### config.mk
export PLATFORM = sky130hd
export DESIGN_NAME = micro_seq_flat
export DESIGN_NICKNAME = d
export VERILOG_FILES = /design/src/rtl/micro_seq_pkg.sv /design/src/rtl/micro_seq_if.sv /design/src/rtl/micro_rom.sv /design/src/rtl/micro_seq.sv /design/src/flat_wrapper.sv
export SDC_FILE = /design/constraint.sdc
export NUM_CORES = 1
export LEC_CHECK = 0
export BUFFER_PORTS_ARGS = -buffer_cell sky130_fd_sc_hd__buf_4
export CAP_MARGIN = 0
export CORE_ASPECT_RATIO = 1.4
export CORE_MARGIN = 4
export CORE_UTILIZATION = 33
export CTS_BUF_LIST = sky130_fd_sc_hd__clkbuf_8
export CTS_CLUSTER_SIZE = 30
export DETAILED_ROUTE_END_ITERATION = 16
export PLACE_DENSITY = 0.61
export SYNTH_ARGS = -nofsm -noshare
export SYNTH_HDL_FRONTEND = slang
export SYNTH_SLANG_ARGS = --single-unit
### constraint.sdc
create_clock -name clk -period 1.7 [get_ports clk]
set_clock_uncertainty 0.1 [all_clocks]
set_input_delay 0.17 -clock clk [delete_from_list [all_inputs] [get_ports clk]]
set_output_delay 0.17 -clock clk [all_outputs]
set_load 0.01 [all_outputs]
### src/rtl/micro_seq_pkg.sv
// -----------------------------------------------------------------------------
// micro_seq_pkg
// Shared definitions for the microprogram sequencer: widths, microstore word
// field positions, sequencing opcodes, FSM state encoding and a helper that
// packs a microstore word from its fields.
// -----------------------------------------------------------------------------
package micro_seq_pkg;

  localparam int MS_W    = 9;
  localparam int UADDR_W = 5;
  localparam int ROM_W   = 18;

  // Microstore word layout: [17:9] microword, [8:7] seq_op,
  // [6:5] flag select, [4:0] branch target.
  localparam int MS_LSB  = 9;
  localparam int OP_LSB  = 7;
  localparam int SEL_LSB = 5;
  localparam int TGT_LSB = 0;

  typedef enum logic [1:0] {
    SEQ_NEXT = 2'b00,
    SEQ_JUMP = 2'b01,
    SEQ_CJMP = 2'b10,
    SEQ_END  = 2'b11
  } seq_op_e;

  typedef enum logic [1:0] {
    ST_IDLE  = 2'b00,
    ST_FETCH = 2'b01,
    ST_ISSUE = 2'b10,
    ST_FIN   = 2'b11
  } state_e;

  function automatic logic [ROM_W-1:0] ms_word(
    input logic [MS_W-1:0]    m,
    input seq_op_e            op,
    input logic [1:0]         sel,
    input logic [UADDR_W-1:0] tgt
  );
    return {m, op, sel, tgt};
  endfunction

endpackage

### src/rtl/micro_seq_if.sv
// -----------------------------------------------------------------------------
// micro_seq_if
// Groups the sequencer's control inputs and microword outputs.
//   start, entry_addr[4:0], flags[3:0], stall : requester -> sequencer
//   ms_m[8:0], ms_valid, upc[4:0], busy, done : sequencer -> requester
//   uinst_cnt[15:0] : issued-word counter, present only when
//                     MICRO_SEQ_TRACE_EN is defined
// Modports: master (requester side), slave (sequencer side).
// -----------------------------------------------------------------------------
interface micro_seq_if;
  import micro_seq_pkg::*;

  logic               start;
  logic [UADDR_W-1:0] entry_addr;
  logic [3:0]         flags;
  logic               stall;
  logic [MS_W-1:0]    ms_m;
  logic               ms_valid;
  logic [UADDR_W-1:0] upc;
  logic               busy;
  logic               done;
`ifdef MICRO_SEQ_TRACE_EN
  logic [15:0]        uinst_cnt;
`endif

  modport master (
    output start, entry_addr, flags, stall,
`ifdef MICRO_SEQ_TRACE_EN
    input  uinst_cnt,
`endif
    input  ms_m, ms_valid, upc, busy, done
  );

  modport slave (
    input  start, entry_addr, flags, stall,
`ifdef MICRO_SEQ_TRACE_EN
    output uinst_cnt,
`endif
    output ms_m, ms_valid, upc, busy, done
  );

endinterface

### src/rtl/micro_rom.sv
// -----------------------------------------------------------------------------
// micro_rom
// 32 x 18 microstore with a registered (synchronous) read port. The output
// register only updates when rd_en_i is high, so the word stays put while the
// consumer stalls.
//   clk     : clock
//   rd_en_i : capture the word at addr_i on this edge
//   addr_i  : microstore address
//   data_o  : registered microstore word
// -----------------------------------------------------------------------------
module micro_rom
  import micro_seq_pkg::*;
(
  input  logic               clk,
  input  logic               rd_en_i,
  input  logic [UADDR_W-1:0] addr_i,
  output logic [ROM_W-1:0]   data_o
);

  logic [ROM_W-1:0] word_d;
  logic [ROM_W-1:0] data_q;

  // Default program: 0 -> 1 -> (Z ? 4 : 2) -> 5 (END), unused words are END.
  always_comb begin
    word_d = ms_word(9'b0, SEQ_END, 2'd0, 5'd0);
    case (addr_i)
      5'd0:    word_d = ms_word(9'b000_010_010, SEQ_NEXT, 2'd0, 5'd0);
      5'd1:    word_d = ms_word(9'b001_110_001, SEQ_CJMP, 2'd0, 5'd4);
      5'd2:    word_d = ms_word(9'b010_011_011, SEQ_JUMP, 2'd0, 5'd5);
      5'd4:    word_d = ms_word(9'b011_010_110, SEQ_NEXT, 2'd0, 5'd0);
      5'd5:    word_d = ms_word(9'b111_100_100, SEQ_END,  2'd0, 5'd0);
      default: word_d = ms_word(9'b0, SEQ_END, 2'd0, 5'd0);
    endcase
  end

  always_ff @(posedge clk) begin
    if (rd_en_i) data_q <= word_d;
  end

  assign data_o = data_q;

endmodule

### src/rtl/micro_seq.sv
// -----------------------------------------------------------------------------
// micro_seq
// Microprogram sequencer: on start it walks the microstore from entry_addr,
// issuing one microword every two cycles (FETCH then ISSUE) until an END word
// has been issued, then pulses done.
//   clk : clock, rst : asynchronous active-high reset
//   bus : micro_seq_if.slave (start/entry_addr/flags/stall in,
//         ms_m/ms_valid/upc/busy/done out)
// Optional feature: define MICRO_SEQ_TRACE_EN to add bus.uinst_cnt, a
// saturating count of microwords accepted since the last start.
// -----------------------------------------------------------------------------
module micro_seq
  import micro_seq_pkg::*;
(
  input  logic       clk,
  input  logic       rst,
  micro_seq_if.slave bus
);

  state_e             state_q, state_d;
  logic [UADDR_W-1:0] upc_q, upc_d;
  logic               rom_en;
  logic               issue_exit;
  logic [ROM_W-1:0]   rom_data;

  seq_op_e            seq_op;
  logic [1:0]         flag_sel;
  logic [UADDR_W-1:0] target;

  micro_rom u_rom (
    .clk     (clk),
    .rd_en_i (rom_en),
    .addr_i  (upc_q),
    .data_o  (rom_data)
  );

  assign seq_op   = seq_op_e'(rom_data[OP_LSB +: 2]);
  assign flag_sel = rom_data[SEL_LSB +: 2];
  assign target   = rom_data[TGT_LSB +: UADDR_W];

  always_ff @(posedge clk or posedge rst) begin
    if (rst) begin
      state_q <= ST_IDLE;
      upc_q   <= '0;
    end else begin
      state_q <= state_d;
      upc_q   <= upc_d;
    end
  end

  // Next-state and next-upc; the ROM is only read in FETCH so its output
  // register keeps the issued word stable across stall cycles.
  always_comb begin
    state_d    = state_q;
    upc_d      = upc_q;
    rom_en     = 1'b0;
    issue_exit = 1'b0;
    case (state_q)
      ST_IDLE: begin
        if (bus.start) begin
          state_d = ST_FETCH;
          upc_d   = bus.entry_addr;
        end
      end
      ST_FETCH: begin
        rom_en  = 1'b1;
        state_d = ST_ISSUE;
      end
      ST_ISSUE: begin
        if (!bus.stall) begin
          issue_exit = 1'b1;
          state_d    = ST_FETCH;
          case (seq_op)
            SEQ_NEXT: upc_d = upc_q + 5'd1;
            SEQ_JUMP: upc_d = target;
            SEQ_CJMP: upc_d = bus.flags[flag_sel] ? target : upc_q + 5'd1;
            SEQ_END:  state_d = ST_FIN;
            default:  upc_d = upc_q;
          endcase
        end
      end
      ST_FIN:  state_d = ST_IDLE;
      default: state_d = ST_IDLE;
    endcase
  end

  // Outputs decode straight from the state register, so an asynchronous
  // reset clears them in the same cycle.
  assign bus.ms_valid = (state_q == ST_ISSUE);
  assign bus.ms_m     = (state_q == ST_ISSUE) ? rom_data[MS_LSB +: MS_W] : '0;
  assign bus.upc      = upc_q;
  assign bus.busy     = (state_q != ST_IDLE);
  assign bus.done     = (state_q == ST_FIN);

`ifdef MICRO_SEQ_TRACE_EN
  logic [15:0] uinst_cnt_q;

  always_ff @(posedge clk or posedge rst) begin
    if (rst) begin
      uinst_cnt_q <= '0;
    end else if (state_q == ST_IDLE && bus.start) begin
      uinst_cnt_q <= '0;
    end else if (issue_exit && uinst_cnt_q != 16'hFFFF) begin
      uinst_cnt_q <= uinst_cnt_q + 16'd1;
    end
  end

  assign bus.uinst_cnt = uinst_cnt_q;
`endif

endmodule
### src/flat_wrapper.sv
// flat-port wrapper written by rule: the top's interface ports become plain ports
module micro_seq_flat import micro_seq_pkg::*;
  (clk, rst, bus_start, bus_entry_addr, bus_flags, bus_stall, bus_ms_m, bus_ms_valid, bus_upc, bus_busy, bus_done);
  micro_seq_if bus_i ();
  input  logic clk;
  input  logic rst;
  input wire logic [$bits(bus_i.start)-1:0] bus_start;
  input wire logic [$bits(bus_i.entry_addr)-1:0] bus_entry_addr;
  input wire logic [$bits(bus_i.flags)-1:0] bus_flags;
  input wire logic [$bits(bus_i.stall)-1:0] bus_stall;
  output wire logic [$bits(bus_i.ms_m)-1:0] bus_ms_m;
  output wire logic [$bits(bus_i.ms_valid)-1:0] bus_ms_valid;
  output wire logic [$bits(bus_i.upc)-1:0] bus_upc;
  output wire logic [$bits(bus_i.busy)-1:0] bus_busy;
  output wire logic [$bits(bus_i.done)-1:0] bus_done;
  assign bus_i.start = bus_start;
  assign bus_i.entry_addr = bus_entry_addr;
  assign bus_i.flags = bus_flags;
  assign bus_i.stall = bus_stall;
  assign bus_ms_m = bus_i.ms_m;
  assign bus_ms_valid = bus_i.ms_valid;
  assign bus_upc = bus_i.upc;
  assign bus_busy = bus_i.busy;
  assign bus_done = bus_i.done;
  micro_seq u_core (.clk(clk), .rst(rst), .bus(bus_i));
endmodule
# Word level (Yosys, flattened, before mapping)
# Cells that the tools add are included.
# Widths: inputs -> output; s select.
dict set report totals {
  ff_bits 25
  word_cells 39
  output_inout_bits 17
  input_bits 13
}
dict set report op_classes {
  addsub 1
  n_eq_ne 13
  n_mux 14
  n_reduce_logical 7
  n_lt_le_gt_ge 1
}
# operator n
set ops {}
lappend ops {{$pmux 18 s5} 1}
lappend ops {{$mux 5} 3}
lappend ops {{$pmux 5 s3} 1}
lappend ops {{$eq 5x3->1 const B} 2}
lappend ops {{$pmux 5 s2} 1}
lappend ops {{$mux 9} 1}
lappend ops {{$eq 2x2->1 const B} 4}
lappend ops {{$pmux 2 s4} 1}
lappend ops {{$mux 2} 3}
lappend ops {{$add 5x1->5 const B} 1}
lappend ops {{$eq 5x1->1 const B} 1}
lappend ops {{$eq 5x2->1 const B} 1}
lappend ops {{$logic_not 5->1} 1}
lappend ops {{$eq 2x1->1 const B} 2}
lappend ops {{$logic_not 2->1} 2}
lappend ops {{$ne 2x2->1 const B} 2}
lappend ops {{$ne 4x1->1 const B} 1}
lappend ops {{$reduce_and 4->1} 1}
lappend ops {{$reduce_bool 2->1} 2}
lappend ops {{$lt 2x3->1 const B} 1}
lappend ops {{$bmux 1 s2} 1}
lappend ops {{$mux 1} 2}
lappend ops {{$reduce_and 2->1} 1}

# Logic depth before layout (Yosys ltp)
# Gate-level depths: netlist of run 1.
dict set report depth {
  ltp_word 6
  depth_mapped 6
  mapped_depth_nobuf 6
}

# Modules after synthesis
# Synthesis of run 1 repeated with hierarchy kept, for this count alone.
dict set report hier_totals {
  cells_unflattened 112
  area_unflattened_um2 1173.6
}
# module cells_per_inst area_each_um2 instances seq_area_each_um2
set modules_own_cells {}
lappend modules_own_cells {micro_seq 71 635.6 1 175.2}
lappend modules_own_cells {micro_rom 41 538.0 1 330.3}

# Worst setup path after synthesis of run 1
# No wires, ideal clock.
dict set report synth_path {
  kind {register -> register}
  from {reg u_core.u_rom.data_q[7] (netlist: u_core.u_rom.data_o[7])}
  to {reg u_core.upc_q[2] (netlist: u_core.bus.upc[2])}
  arrival_ns 1.388
  setup_time_ns 0.125
  path_slack_ns 0.087
  stages_incl_launch_ff 6
  required_ns 1.475
  period_less_slack_ns 1.613
  n_path_buf 0
  path_cell_list {edfxtp_1 > inv_1 > ha_1 > nor4_4 > nor2_4 > mux2_4}
}
dict set report synth_between {
  elab_chain_len 4
  elab_cells_between_ends 8
  classes_between {3 x eq/ne; 3 x mux; 2 x reduce/logical}
}
# element line
set synth_rtl {}
lappend synth_rtl {{start: declaration} micro_rom.sv:21} ;# logic [ROM_W-1:0] data_q;
lappend synth_rtl {{start signal: assignment} micro_rom.sv:37} ;# if (rd_en_i) data_q <= word_d;
lappend synth_rtl {{$eq 2x2->1, or another cell as far along} micro_seq.sv:73} ;# case (seq_op)
lappend synth_rtl {{$pmux 5 s3} micro_seq.sv:73}
lappend synth_rtl {{$mux 5} micro_seq.sv:70} ;# if (!bus.stall) begin
lappend synth_rtl {{$pmux 5 s2} micro_seq.sv:58} ;# case (state_q)
lappend synth_rtl {{end signal: assignment} micro_seq.sv:47} ;# upc_q <= upc_d;
lappend synth_rtl {{end: declaration} micro_seq.sv:21} ;# logic [UADDR_W-1:0] upc_q, upc_d;
# Several ways; a longest one is shown, not always the timed one. The select of a mux whose other input is x is not followed.
# A chain may end at the register's enable or synchronous reset.

# Final worst setup path of run 1
dict set report layout_path {
  from {reg u_core.u_rom.data_q[7] (netlist: u_core.u_rom.data_o[7])}
  to {reg u_core.upc_q[4] (netlist: u_core.bus.upc[4])}
}
# The elaborated chain is that of the path after synthesis.

==> impl_results.md, run 1 <==
- Outcome: completed
- Worst stage delay on the critical path: 0.42 ns
- Root buffer cell: sky130_fd_sc_hd__clkbuf_8
- Relative max-transition margin: between 70% and 80%
- Cell-by-cell listing of the critical path: inv_1, ha_2, nor4_4, buf_4, a211o_1, a22o_2
- Number of warnings printed during yosys synthesis: 0
- Num CTS Buffers: 3
- P_leak: approximately 0.7 nW
- Max_cap viols: 0
- Slew @ Worst Pin: 0.404 ns
- Share of synthesized flip-flops with an asynchronous set or reset: roughly two fifths
- Boundary Pins: 30
- Switching power as a share of total power: 38.5%
- Startpoint of the lowest-slack hold path: bus_stall
- Remaining Overflow, GRT: 0
- Combinational fraction of design power: 55.0%
- Number of core rows: 24
- Beginning of the worst register-to-register path: u_core.u_rom.data_o[7]
- Placeable core area: ~0.0031 mm²
- Global router's overall resource usage: 9.83%
- Area delta synth->final: 32.1%
- Layout cells sized above 1: 38.1%
- Final-report hold violation count: 0
- Hold Path Stages: 3
- Share of power burned in the clock network: 11.2%
- Reg-to-reg endpoint: u_core.bus.upc[4]
- Area of placed instances: between 0.001 and 0.0015 mm²
- Die width: 56.4 µm
- Detailed-routing iteration count for the pre-antenna-repair pass: 4
- Wire length of the first global-routing pass: 3280 µm
- Number of I/O port buffers: 26
- Maximum vdd ir drop: 870 µV
- Minimum clock period after layout: 1.62 ns
- Total of flip-flops plus latches after synthesis: 18
- Fin crit share: 95.4%
- Core utilization of the finished layout: 45.8%
- Number of filler cells placed in the layout: 318
- Residual DRC count: 0
- Antenna cell count: 0
- Weighted congestion at the end of routability-driven global placement: roughly 0.76
- Number of H-tree branching levels: 1
- Sequential element share of the synthesized area: approximately 47%
- Effective utilization at floorplan: roughly a third
- Number of antenna violations at the first check in global routing: 0
- Clk pin slew, worst setup/hold paths: 0.07 ns
- Cell area after synthesis: 0.00108 mm²
- Data arrival time of the critical path: 1.66 ns
- TritonCTS clock tree: done
- Cell area after layout: 0.00143 mm²
- Via total after detailed routing: 839
- Kind of launch point of the worst setup path: flip-flop
- Clock network latency to the later pin of the worst-skew pair: about 0.25 ns
- Power per cell area: approximately 1800 mW/mm²
- Hold Path Class: in -> reg
- Distinct cell type count after synthesis: 35
- Average vias per placed instance: a little under 5
- Synth Flop Type: sky130_fd_sc_hd__edfxtp_1
- Critical Path Fanout Max: 3
- Area enclosed by the die boundary: 0.00427 mm²
- Post-synthesis instance total: 99
- Total nets after synthesis: 120
- Category of the most critical setup path: reg -> reg
- Number of cells traversed by the worst register-to-register path: 6
- Switching Power: 0.00101 W
- Number of pins with negative max-slew slack in the final report: 0
- Pin count of the biggest net entering global routing: 13
- Reg area: 505 µm²
- Die H: 75.8 µm
- Worst path slowest cell: sky130_fd_sc_hd__edfxtp_1
- Routed wire per std cell: 12.2 µm
- Worst hold endpoint: u_core.state_q[1]
- Via count of the first global-routing pass: around 810
- Final setup vio count: 0
- Number of enable-type register cells in the synthesized netlist: 11
- R2R Setup Slk: 0.08 ns
- Clock tree sinks: 18
- Routed Wire Length: around 2100 µm
- Type of destination of the critical path: flip-flop
- CTS Buffer Depth: 2
- Part of the power in registers: around a third
- Net total in the final layout: 156
- Area of the multi-input gates: ~540 µm²
- Pint: 0.00161 W
- Average cell area after synthesis: around 11 µm²
- Peak Freq: 0.617 GHz
- Post-detailed-route count of antenna-violating nets: 0
- CP Data Required Time: 1.74 ns
- First-iteration detailed-routing DRC count: 21
[cells in the mapped netlist (all sizes together) (2+ instances only)]
cell,n,area [µm²]
edfxtp,11,330
and2,10,63.8
inv,10,37.5
nor2,9,41.3
ha,8,100
dfrtp,7,175
nand2,6,22.5
a22o,4,38.8
a211o,3,26.3
nand3,3,15.0
a21o,2,15.0
a21oi,2,13.8
buf,2,22.5
mux2i,2,20.0
nand2b,2,12.5
o211ai,2,15.0
o21ai,2,10.0
[power by group through the flow]
stage,registers [W],logic (W),clock network [W]
after floorplan,0.000857,0.000923,0
after global placement,0.000879,0.00136,0
after detailed placement,0.000890,0.00139,0
after CTS,0.000883,0.00140,0.000300
after global routing,0.000917,0.00160,0.000316
final,0.000885,0.00144,0.000294
[how the worst max path moves through the flow]
stage               depth (start not counted)                end                   start  slack, ns
floorplan                                   5  u_core.bus.upc[2]  u_core.u_rom.data_o[7]       0.09
global placement                            5  u_core.bus.upc[2]  u_core.u_rom.data_o[7]       0.06
detailed placement                          6  u_core.bus.upc[0]  u_core.u_rom.data_o[7]       0.02
CTS                                         6  u_core.bus.upc[0]  u_core.u_rom.data_o[7]      0.002
global route                                6  u_core.bus.upc[4]  u_core.u_rom.data_o[7]    -0.0004
finish                                      6  u_core.bus.upc[4]  u_core.u_rom.data_o[7]       0.08
[critical path, delay by kind of cell (launching register included)]
family | cells | cell delay, ns
and+or+nand+nor | 1 | 0.07
buffers and inverters | 2 | 0.24
adders and majority gates | 1 | 0.22
DFF | 1 | 0.42
AOI/OAI and AO/OA | 2 | 0.47
[through the flow]
stage	setup TNS, ns	hold WS [ns]	total power [W]	setup slack, ns	std cells
2_1_floorplan	0	-0.127	0.00178	0.0867	99
3_3_place_gp	0	0.0225	0.00224	0.0594	166
3_5_place_dp	0	0.0286	0.00228	0.0239	166
4_1_cts	0	0.0896	0.00258	0.00214	171
5_1_grt	-0.000423	0.0902	0.00283	-0.000423	173
6_report	0	0.0829	0.00262	0.0787	173
[registers in the layout (all words and copies together), names as in the netlist]
| register | flops |
|---|---|
| u_core.u_rom.data_o | 11 |
| u_core.bus.upc | 5 |
| u_core.state_q | 2 |
[final cells by class]
class / count / area share (%)
clock buffer: 3 / 2.89
clock inverter: 1 / 0.262
multi-input combinational: 68 / 37.4
sequential: 18 / 35.3
tap: 39 / 3.41
inverter: 10 / 2.62
timing repair buffer: 34 / 18.0
[repair_timing]
item	4_1_cts	5_1_grt
setup buffers	0	2
pin swaps	0	1
setup endpoints to repair	9	15
gates resized for setup	1	6
hold endpoints to repair	7	0
hold buffers	1	0
[layout by cell type, fill, tap and decap left out, types with 2 or more instances in the layout]
master	synthesis	layout
sky130_fd_sc_hd__clkbuf_8	0	3
sky130_fd_sc_hd__inv_1	10	9
sky130_fd_sc_hd__nand3_1	3	3
sky130_fd_sc_hd__nand2_1	6	6
sky130_fd_sc_hd__mux2i_1	2	2
sky130_fd_sc_hd__dfrtp_1	7	7
sky130_fd_sc_hd__edfxtp_1	11	11
sky130_fd_sc_hd__ha_1	8	5
sky130_fd_sc_hd__a211o_1	3	3
sky130_fd_sc_hd__buf_4	0	33
sky130_fd_sc_hd__a22o_2	3	3
sky130_fd_sc_hd__ha_2	0	3
sky130_fd_sc_hd__o211ai_1	2	2
sky130_fd_sc_hd__a21o_1	2	2
sky130_fd_sc_hd__nor2_1	8	8
sky130_fd_sc_hd__and2_1	9	9
sky130_fd_sc_hd__o21ai_0	2	2
[kinds of logic (layout without fill, tap and decap cells)]
family / count (synthesis) / after routing / share of synthesized area, %
buffers and inverters: 13 / 48 / 5.90
DFF: 18 / 18 / 46.7
xor gates and xnor gates: 1 / 1 / 0.809
AOI/OAI and AO/OA: 20 / 20 / 14.5
adders and majority gates: 8 / 8 / 9.25
and+or+nand+nor: 36 / 36 / 19.7
muxes: 3 / 3 / 3.24
[layer usage]
| layer | global-route usage (%) | routed length, µm | vias up |
|---|---|---|---|
| li1 | - | - | 414 |
| met1 | 10.1 | 820 | 401 |
| met2 | 19.0 | 1140 | 20 |
| met3 | 1.36 | 113 | 4 |
| met4 | 6.07 | 35 | 0 |
| met5 | 0 | 0 | - |
Power figures use the tool's default switching activity.
==> run 2: changes to the inputs <==
--- a/config.mk
+++ b/config.mk
@@ -13,6 +13,7 @@
 export CTS_BUF_LIST = sky130_fd_sc_hd__clkbuf_8
 export CTS_CLUSTER_SIZE = 30
 export DETAILED_ROUTE_END_ITERATION = 16
+export HOLD_SLACK_MARGIN = 0.1
 export PLACE_DENSITY = 0.61
 export SYNTH_ARGS = -nofsm -noshare
 export SYNTH_HDL_FRONTEND = slang
==> run 2 against run 1 <==
- die area unchanged
- cell count increased by 0.58%
- sequential cell count unchanged
- critical path type is now in -> reg
- utilization increased by 0.32 points
- clock-buffer cell count unchanged
- setup slack got worse by 0.022 ns
- register-to-register slack about the same
- first-iteration DRC count decreased by 14%
- critical path depth decreased by 1
- highest routed layer unchanged
==> impl_results.md, run 2 (synthesis gave the netlist of run 1 again) <==
- Outcome: completed
- Place WS: 0.0239 ns (unchanged)
- Average vias per placed instance: 4.79 (-1.3%)
- Most common cell after layout, fill and taps aside: sky130_fd_sc_hd__buf_4
- Routed wire per std cell: 12.3 µm (+0.51%)
- Remaining Overflow, GRT: 0 (unchanged)
- Pint: 0.00161 W (about the same)
- Area enclosed by the die boundary: 0.00427 mm² (unchanged)
- Clock tree sinks: 18 (unchanged)
- Via total after detailed routing: 833 (-0.72%)
- Die H: 75.8 µm (unchanged)
- Total negative setup slack: 0 ns (unchanged)
- Most frequent cells in the layout: sky130_fd_sc_hd__buf_4, sky130_fd_sc_hd__edfxtp_1, sky130_fd_sc_hd__and2_1
- Area delta synth->final: 33.1%
- Layout cells sized above 1: 38.5% (+0.46 points)
- Effective utilization at floorplan: 34.7% (unchanged)
- Share of power burned in the clock network: 11.1% (about the same)
- Root buffer cell: sky130_fd_sc_hd__clkbuf_8
- Relative max-transition margin: 73.0% (about the same)
- Data arrival time of the critical path: 1.68 ns (+0.02 ns)
- CTS Buffer Depth: 2 (unchanged)
- Placeable core area: 0.00312 mm² (unchanged)
- Maximum vdd ir drop: 870 µV (about the same)
- Wire length of the first global-routing pass: 3330 µm (+1.5%)
- Global router's overall resource usage: 9.94% (+0.11 points)
- Minimum clock period after layout: 1.64 ns (+0.0222 ns)
- Hold Path Class: in -> reg
- Number of I/O port buffers: 26 (unchanged)
- Number of pins with negative max-slew slack in the final report: 0 (unchanged)
- Critical Path Fanout Max: 4 (+1)
- Pin count of the biggest net entering global routing: 13 (unchanged)
- Net total in the final layout: 157 (+0.64%)
- Category of the most critical setup path: in -> reg
- Area of placed instances: 0.00134 mm² (unchanged)
- Combinational fraction of design power: 55.0% (about the same)
- Switching power as a share of total power: 38.5% (about the same)
- Via count of the first global-routing pass: 834 (+2.5%)
- Peak Freq: 0.608 GHz (-1.3%)
- CP Data Required Time: 1.74 ns (about the same)
- Kind of launch point of the worst setup path: primary input
- Post-detailed-route count of antenna-violating nets: 0 (unchanged)
- P_leak: 0.693 nW (+0.50%)
- Number of H-tree branching levels: 1 (unchanged)
- Part of the power in registers: 33.8% (about the same)
- Clock network latency to the later pin of the worst-skew pair: 0.25 ns (about the same)
- Routed Wire Length: 2140 µm (+1.1%)
- Boundary Pins: 30 (unchanged)
- Fin crit share: 96.7% (+1.3 points)
- Weighted congestion at the end of routability-driven global placement: 0.761 (unchanged)
- Type of destination of the critical path: flip-flop
- Residual DRC count: 0 (unchanged)
- Die width: 56.4 µm (unchanged)
- First-iteration detailed-routing DRC count: 18 (-14%)
- Cell count after placement: 166 (unchanged)
- Post-layout instance count excluding filler cells: 174 (+0.58%)
- Antenna cell count: 0 (unchanged)
- Detailed-routing iteration count for the pre-antenna-repair pass: 4 (unchanged)
- Number of antenna violations at the first check in global routing: 0 (unchanged)
- Final setup vio count: 0 (unchanged)
- Power per cell area: 1820 mW/mm² (-0.70%)
- Cell area after layout: 0.00144 mm² (+0.70%)
- Number of core rows: 24 (unchanged)
- Slew @ Worst Pin: 0.405 ns (+0.000753 ns)
- Max_cap viols: 0 (unchanged)
- TritonCTS clock tree: done
- Switching Power: 0.00101 W (about the same)
- Num CTS Buffers: 3 (unchanged)
- Final critical-path setup slack: 0.0565 ns (-0.0222 ns)
- Final-report hold violation count: 0 (unchanged)
- Flip-flop count of the largest register, all copies and words added: 11 (unchanged)
- Tot Pwr: 0.00262 W (about the same)
- Clk pin slew, worst setup/hold paths: 0.07 ns (about the same)
-- run 2: through the flow --
step | util, % | hold WS, ns
after detailed placement | 42.8 | 0.0286
after global routing | 46.1 | 0.145
after global placement | 42.8 | 0.0225
final | 46.1 | 0.130
after CTS | 45.0 | 0.137
after floorplan | - | -0.127
-- run 2: critical path, cell delays in order --
cell and delay, ns:
sky130_fd_sc_hd__dlygate4sd3_1 0.54, sky130_fd_sc_hd__buf_4 0.14, sky130_fd_sc_hd__a211o_1 0.36, sky130_fd_sc_hd__nor2_4 0.17
sky130_fd_sc_hd__mux2_4 0.31
-- run 2: layout make-up --
type,instances,area (µm²)
fill,320,1680
multi-input combinational,68,536
sequential,18,505
timing repair buffer,35,268
tap,39,48.8
clock buffer,3,41.3
inverter,10,37.5
clock inverter,1,3.75
-- run 2: path summary, 6_finish.rpt --
check,end,depth (start not counted),slack [ns],from
setup / recovery,u_core.bus.upc[2],5,0.06,bus_stall
hold / removal,u_core.bus.upc[0],3,0.13,bus_entry_addr[0]
setup reg to reg,u_core.bus.upc[2],5,0.07,u_core.u_rom.data_o[7]
hold reg to reg,u_core.bus.upc[4],1,0.47,u_core.bus.upc[4]
max in group asynchronous,u_core.state_q[1],3,0.98,rst
min in group asynchronous,u_core.bus.upc[2],3,0.31,rst
-- run 2: layer usage --
metal | wire (µm) | global-route usage, %
met5 | 0 | 0
met1 | 826 | 9.96
met4 | 35 | 6.07
met2 | 1170 | 19.5
met3 | 104 | 1.36
-- run 2: power by group through the flow --
stage	logic, W	clock network, W	registers (W)
after floorplan	0.000923	0	0.000857
after global placement	0.00136	0	0.000879
after detailed placement	0.00139	0	0.000890
after CTS	0.00140	0.000300	0.000883
after global routing	0.00160	0.000315	0.000918
final	0.00144	0.000292	0.000887
-- run 2: what timing repair did --
item / CTS / global route
hold buffers: 2 / 0
endpoints found under the setup margin: 9 / 15
buffers inserted: 0 / 2
pin swaps: 0 / 2
resized for setup: 1 / 7
hold endpoints to repair: 8 / 0
==> run 3: changes to the inputs <==
--- a/config.mk
+++ b/config.mk
@@ -14,7 +14,8 @@
 export CTS_CLUSTER_SIZE = 30
 export DETAILED_ROUTE_END_ITERATION = 16
 export HOLD_SLACK_MARGIN = 0.1
-export PLACE_DENSITY = 0.61
+export PLACE_DENSITY = 0.6
 export SYNTH_ARGS = -nofsm -noshare
 export SYNTH_HDL_FRONTEND = slang
+export SYNTH_HIERARCHICAL = 1
 export SYNTH_SLANG_ARGS = --single-unit
==> run 3 against run 2 <==
- the run now ends with setup timing left
- fmax shrank 11%
- design area grew 8.5%
- synthesized area grew 8.4%
- die area grew 7.4%
- via count grew 13%
- combinational power shrank 3%
- routed wire length grew 29%
- first-iteration DRC count grew 5.6%
- largest cell class unchanged
- largest power group unchanged
==> impl_results.md, run 3 <==
- Root buffer cell: sky130_fd_sc_hd__clkbuf_8
- Number of pins with negative max-slew slack in the final report: 0 (unchanged)
- Sequential element share of the synthesized area: 43.1% (-3.6 points)
- Worst path slowest cell: sky130_fd_sc_hd__edfxtp_1
- Maximum vdd ir drop: 949 µV (+9.1%)
- Net total in the final layout: 170 (+8.3%)
- Distinct cell type count after synthesis: 37 (+5.7%)
- Peak Freq: 0.540 GHz (-11%)
- Source of the critical timing path: u_core/u_rom/data_o[8]
- Layout cells sized above 1: 39.1% (+0.55 points)
- Synth Flop Type: sky130_fd_sc_hd__edfxtp_1
- Buf/Inv on CP: 0 (-2)
- Reg area: 505 µm² (unchanged)
- Number of filler cells placed in the layout: 335 (+4.7%)
- Area enclosed by the die boundary: 0.00459 mm² (+7.4%)
- Post-detailed-route count of antenna-violating nets: 0 (unchanged)
- Most repeated library cell on the critical path: sky130_fd_sc_hd__a221o_1
- Type of destination of the critical path: flip-flop
- Beginning of the worst register-to-register path: u_core/u_rom/data_o[8]
- Routed wire per std cell: 14.5 µm (+18%)
- Via total after detailed routing: 940 (+13%)
- Kind of launch point of the worst setup path: flip-flop
- Top post-synthesis cells by area: sky130_fd_sc_hd__edfxtp_1, sky130_fd_sc_hd__dfrtp_1, sky130_fd_sc_hd__and2_1
- Area of the multi-input gates: 603 µm² (+13%)
- Antenna cell count: 0 (unchanged)
- Clk pin slew, worst setup/hold paths: 0.07 ns (about the same)
- Num CTS Buffers: 3 (unchanged)
- Global router's overall resource usage: 12.6% (+2.6 points)
- Remaining Overflow, GRT: 0 (unchanged)
- Die H: 78.6 µm (+3.7%)
- Max_cap viols: 0 (unchanged)
- Routed Wire Length: 2760 µm (+29%)
- Detailed-routing iteration count for the pre-antenna-repair pass: 4 (unchanged)
- Number of warnings printed during yosys synthesis: 6 (+6)
- Leading post-synthesis cells by instance count: sky130_fd_sc_hd__and2_1, sky130_fd_sc_hd__edfxtp_1, sky130_fd_sc_hd__buf_4, sky130_fd_sc_hd__inv_1, sky130_fd_sc_hd__dfrtp_1
- Number of enable-type register cells in the synthesized netlist: 11 (unchanged)
- CTS Buffer Depth: 2 (unchanged)
- Pin count of the biggest net entering global routing: 15 (+2)
- Data arrival time of the critical path: 1.90 ns (+0.22 ns)
- Share of synthesized flip-flops with an asynchronous set or reset: 38.9% (unchanged)
- Power per cell area: 1590 mW/mm² (-12%)
- Kind of cell adding the most delay to the critical path: compound AO/OA/AOI/OAI gates
- CP Data Required Time: 1.74 ns (about the same)
- Hold Path Class: in -> reg
- P_leak: 0.682 nW (-1.5%)
- Flip-flop count of the largest register, all copies and words added: 11 (unchanged)
- Post-synthesis instance total: 112 (+13%)
- Outcome: finished with violations
- Boundary Pins: 30 (unchanged)
- Number of H-tree branching levels: 1 (unchanged)
- Clock network latency to the later pin of the worst-skew pair: 0.25 ns (about the same)
- Cell with the most instances after synthesis: sky130_fd_sc_hd__and2_1
- Final setup vio count: 4 (+4)
- Fin crit share: 109% (+12 points)
- Tot Pwr: 0.00249 W (-4.9%)
- Clock tree sinks: 18 (unchanged)
- Failing checks: setup timing
- Setup repair after global routing missed its margin: true
- Number of core rows: 25 (+4.2%)
- Effective utilization at floorplan: 34.4% (-0.23 points)
- Most frequent cells in the layout: sky130_fd_sc_hd__buf_4, sky130_fd_sc_hd__and2_1, sky130_fd_sc_hd__edfxtp_1
- Number of I/O port buffers: 29 (+12%)
- Critical Path Fanout Max: 5 (+1)
- Minimum clock period after layout: 1.85 ns (+0.209 ns)
- Final critical-path setup slack: -0.153 ns (-0.209 ns)
- Average vias per placed instance: 4.92 (+2.8%)
- HPWL reported at the end of detailed placement: 2090 µm
- Cell accounting for the most synthesized area: sky130_fd_sc_hd__edfxtp_1
- Number of antenna violations at the first check in global routing: 0 (unchanged)
- Final-report hold violation count: 0 (unchanged)
- R2R Setup Slk: -0.15 ns (-0.22 ns)
- Via count of the first global-routing pass: 906 (+8.6%)
- Worst stage delay on the critical path: 0.41 ns (-0.13 ns)
- Total of flip-flops plus latches after synthesis: 18 (unchanged)
- Startpoint of the lowest-slack hold path: bus_entry_addr[3]
- Most common cell after layout, fill and taps aside: sky130_fd_sc_hd__buf_4
- Residual DRC count: 0 (unchanged)
- First-iteration detailed-routing DRC count: 19 (+1)
- Average cell area after synthesis: 10.5 µm² (-4.1%)
- Die width: 58.4 µm (+3.5%)
- Place WS: -0.133 ns (-0.157 ns)
- Area delta synth->final: 33.2% (about the same)
- Wire length of the first global-routing pass: 4420 µm (+33%)
- Cell area after synthesis: 0.00117 mm² (+8.4%)
- Weighted congestion at the end of routability-driven global placement: 0.748 (-1.7%)
- Placeable core area: 0.00341 mm² (+9.2%)
- Cell-by-cell listing of the critical path: ha_2, nor2b_1, a221o_1, a221o_1, o221a_2
- Share of Yosys cell area claimed by the top area cell type: 28.1% (-2.4 points)
- TritonCTS clock tree: done
- Category of the most critical setup path: reg -> reg
run 3: cell count changes after synthesis, sizes merged, moves of 4 or more:
cell,change
a22o,-4
o221a,+4
nor2,-6
and2,+4
a221o,+5
buf,+9
run 3: path summary, 6_finish.rpt:
check / end / cells after the start
max: u_core/bus.upc[1] / 5
min: u_core/bus.upc[3] / 3
max reg2reg: u_core/bus.upc[1] / 5
min reg2reg: u_core/state_q[0] / 2
max in group asynchronous: u_core/state_q[0] / 3
min in group asynchronous: u_core/state_q[1] / 3
run 3: report_power, final:
part / switching [W] / internal [W] / total [W]
clock network: 0.000138 / 0.000160 / 0.000298
registers: 0.000128 / 0.000669 / 0.000797
logic: 0.000692 / 0.000704 / 0.00140
total: 0.000957 / 0.00153 / 0.00249
run 3: cell type report:
class	instances	share of cell area (%)
timing repair buffer	43	21.1
multi-input combinational	78	38.6
tap	40	3.20
sequential	18	32.3
inverter	8	1.92
clock inverter	1	0.240
clock buffer	3	2.64
run 3: layer usage:
layer,track usage (%),vias to the layer above,routed length [µm]
li1,-,463,-
met1,14.6,447,1120
met5,0,-,0
met2,22.1,23,1500
met4,6.96,0,68
met3,0.658,7,81
run 3: what timing repair did:
| item | in CTS | in global routing |
|---|---|---|
| hold endpoints to repair | 7 | 0 |
| setup endpoints to repair | 5 | 14 |
| resized for setup | 3 | 3 |
| pin swaps | 1 | 2 |
| setup buffers | 2 | 3 |
| hold buffers | 1 | 0 |
run 3: tightest hold or removal path: cells and delay by family:
family / cells / cell delay [ns]
AO/OA/AOI/OAI: 1 / 0.09
AND/OR/NAND/NOR: 1 / 0.07
buffers and inverters: 1 / 0.09
run 3: cells by family after synthesis:
| kind of cell | synth area share [%] |
|---|---|
| and+or+nand+nor | 22.7 |
| adders and majority gates | 6.18 |
| AOI/OAI and AO/OA | 13.8 |
| buffers and inverters | 9.27 |
| muxes | 1.71 |
| xor gates and xnor gates | 2.99 |
| DFF | 43.1 |
| other | 0.320 |
run 3: stage by stage:
stage / cell area (µm²) / hold slack (ns) / std cells / utilization [%] / TNS [ns]
floorplan: 1200 / -0.127 / 116 / - / -0.0681
global placement: 1450 / 0.0192 / 181 / 42.4 / -0.259
detailed placement: 1450 / 0.0314 / 181 / 42.4 / -0.514
CTS: 1530 / 0.103 / 188 / 45.0 / -0.532
global route: 1560 / 0.111 / 191 / 45.8 / -0.754
finish: 1560 / 0.103 / 191 / 45.8 / -0.549
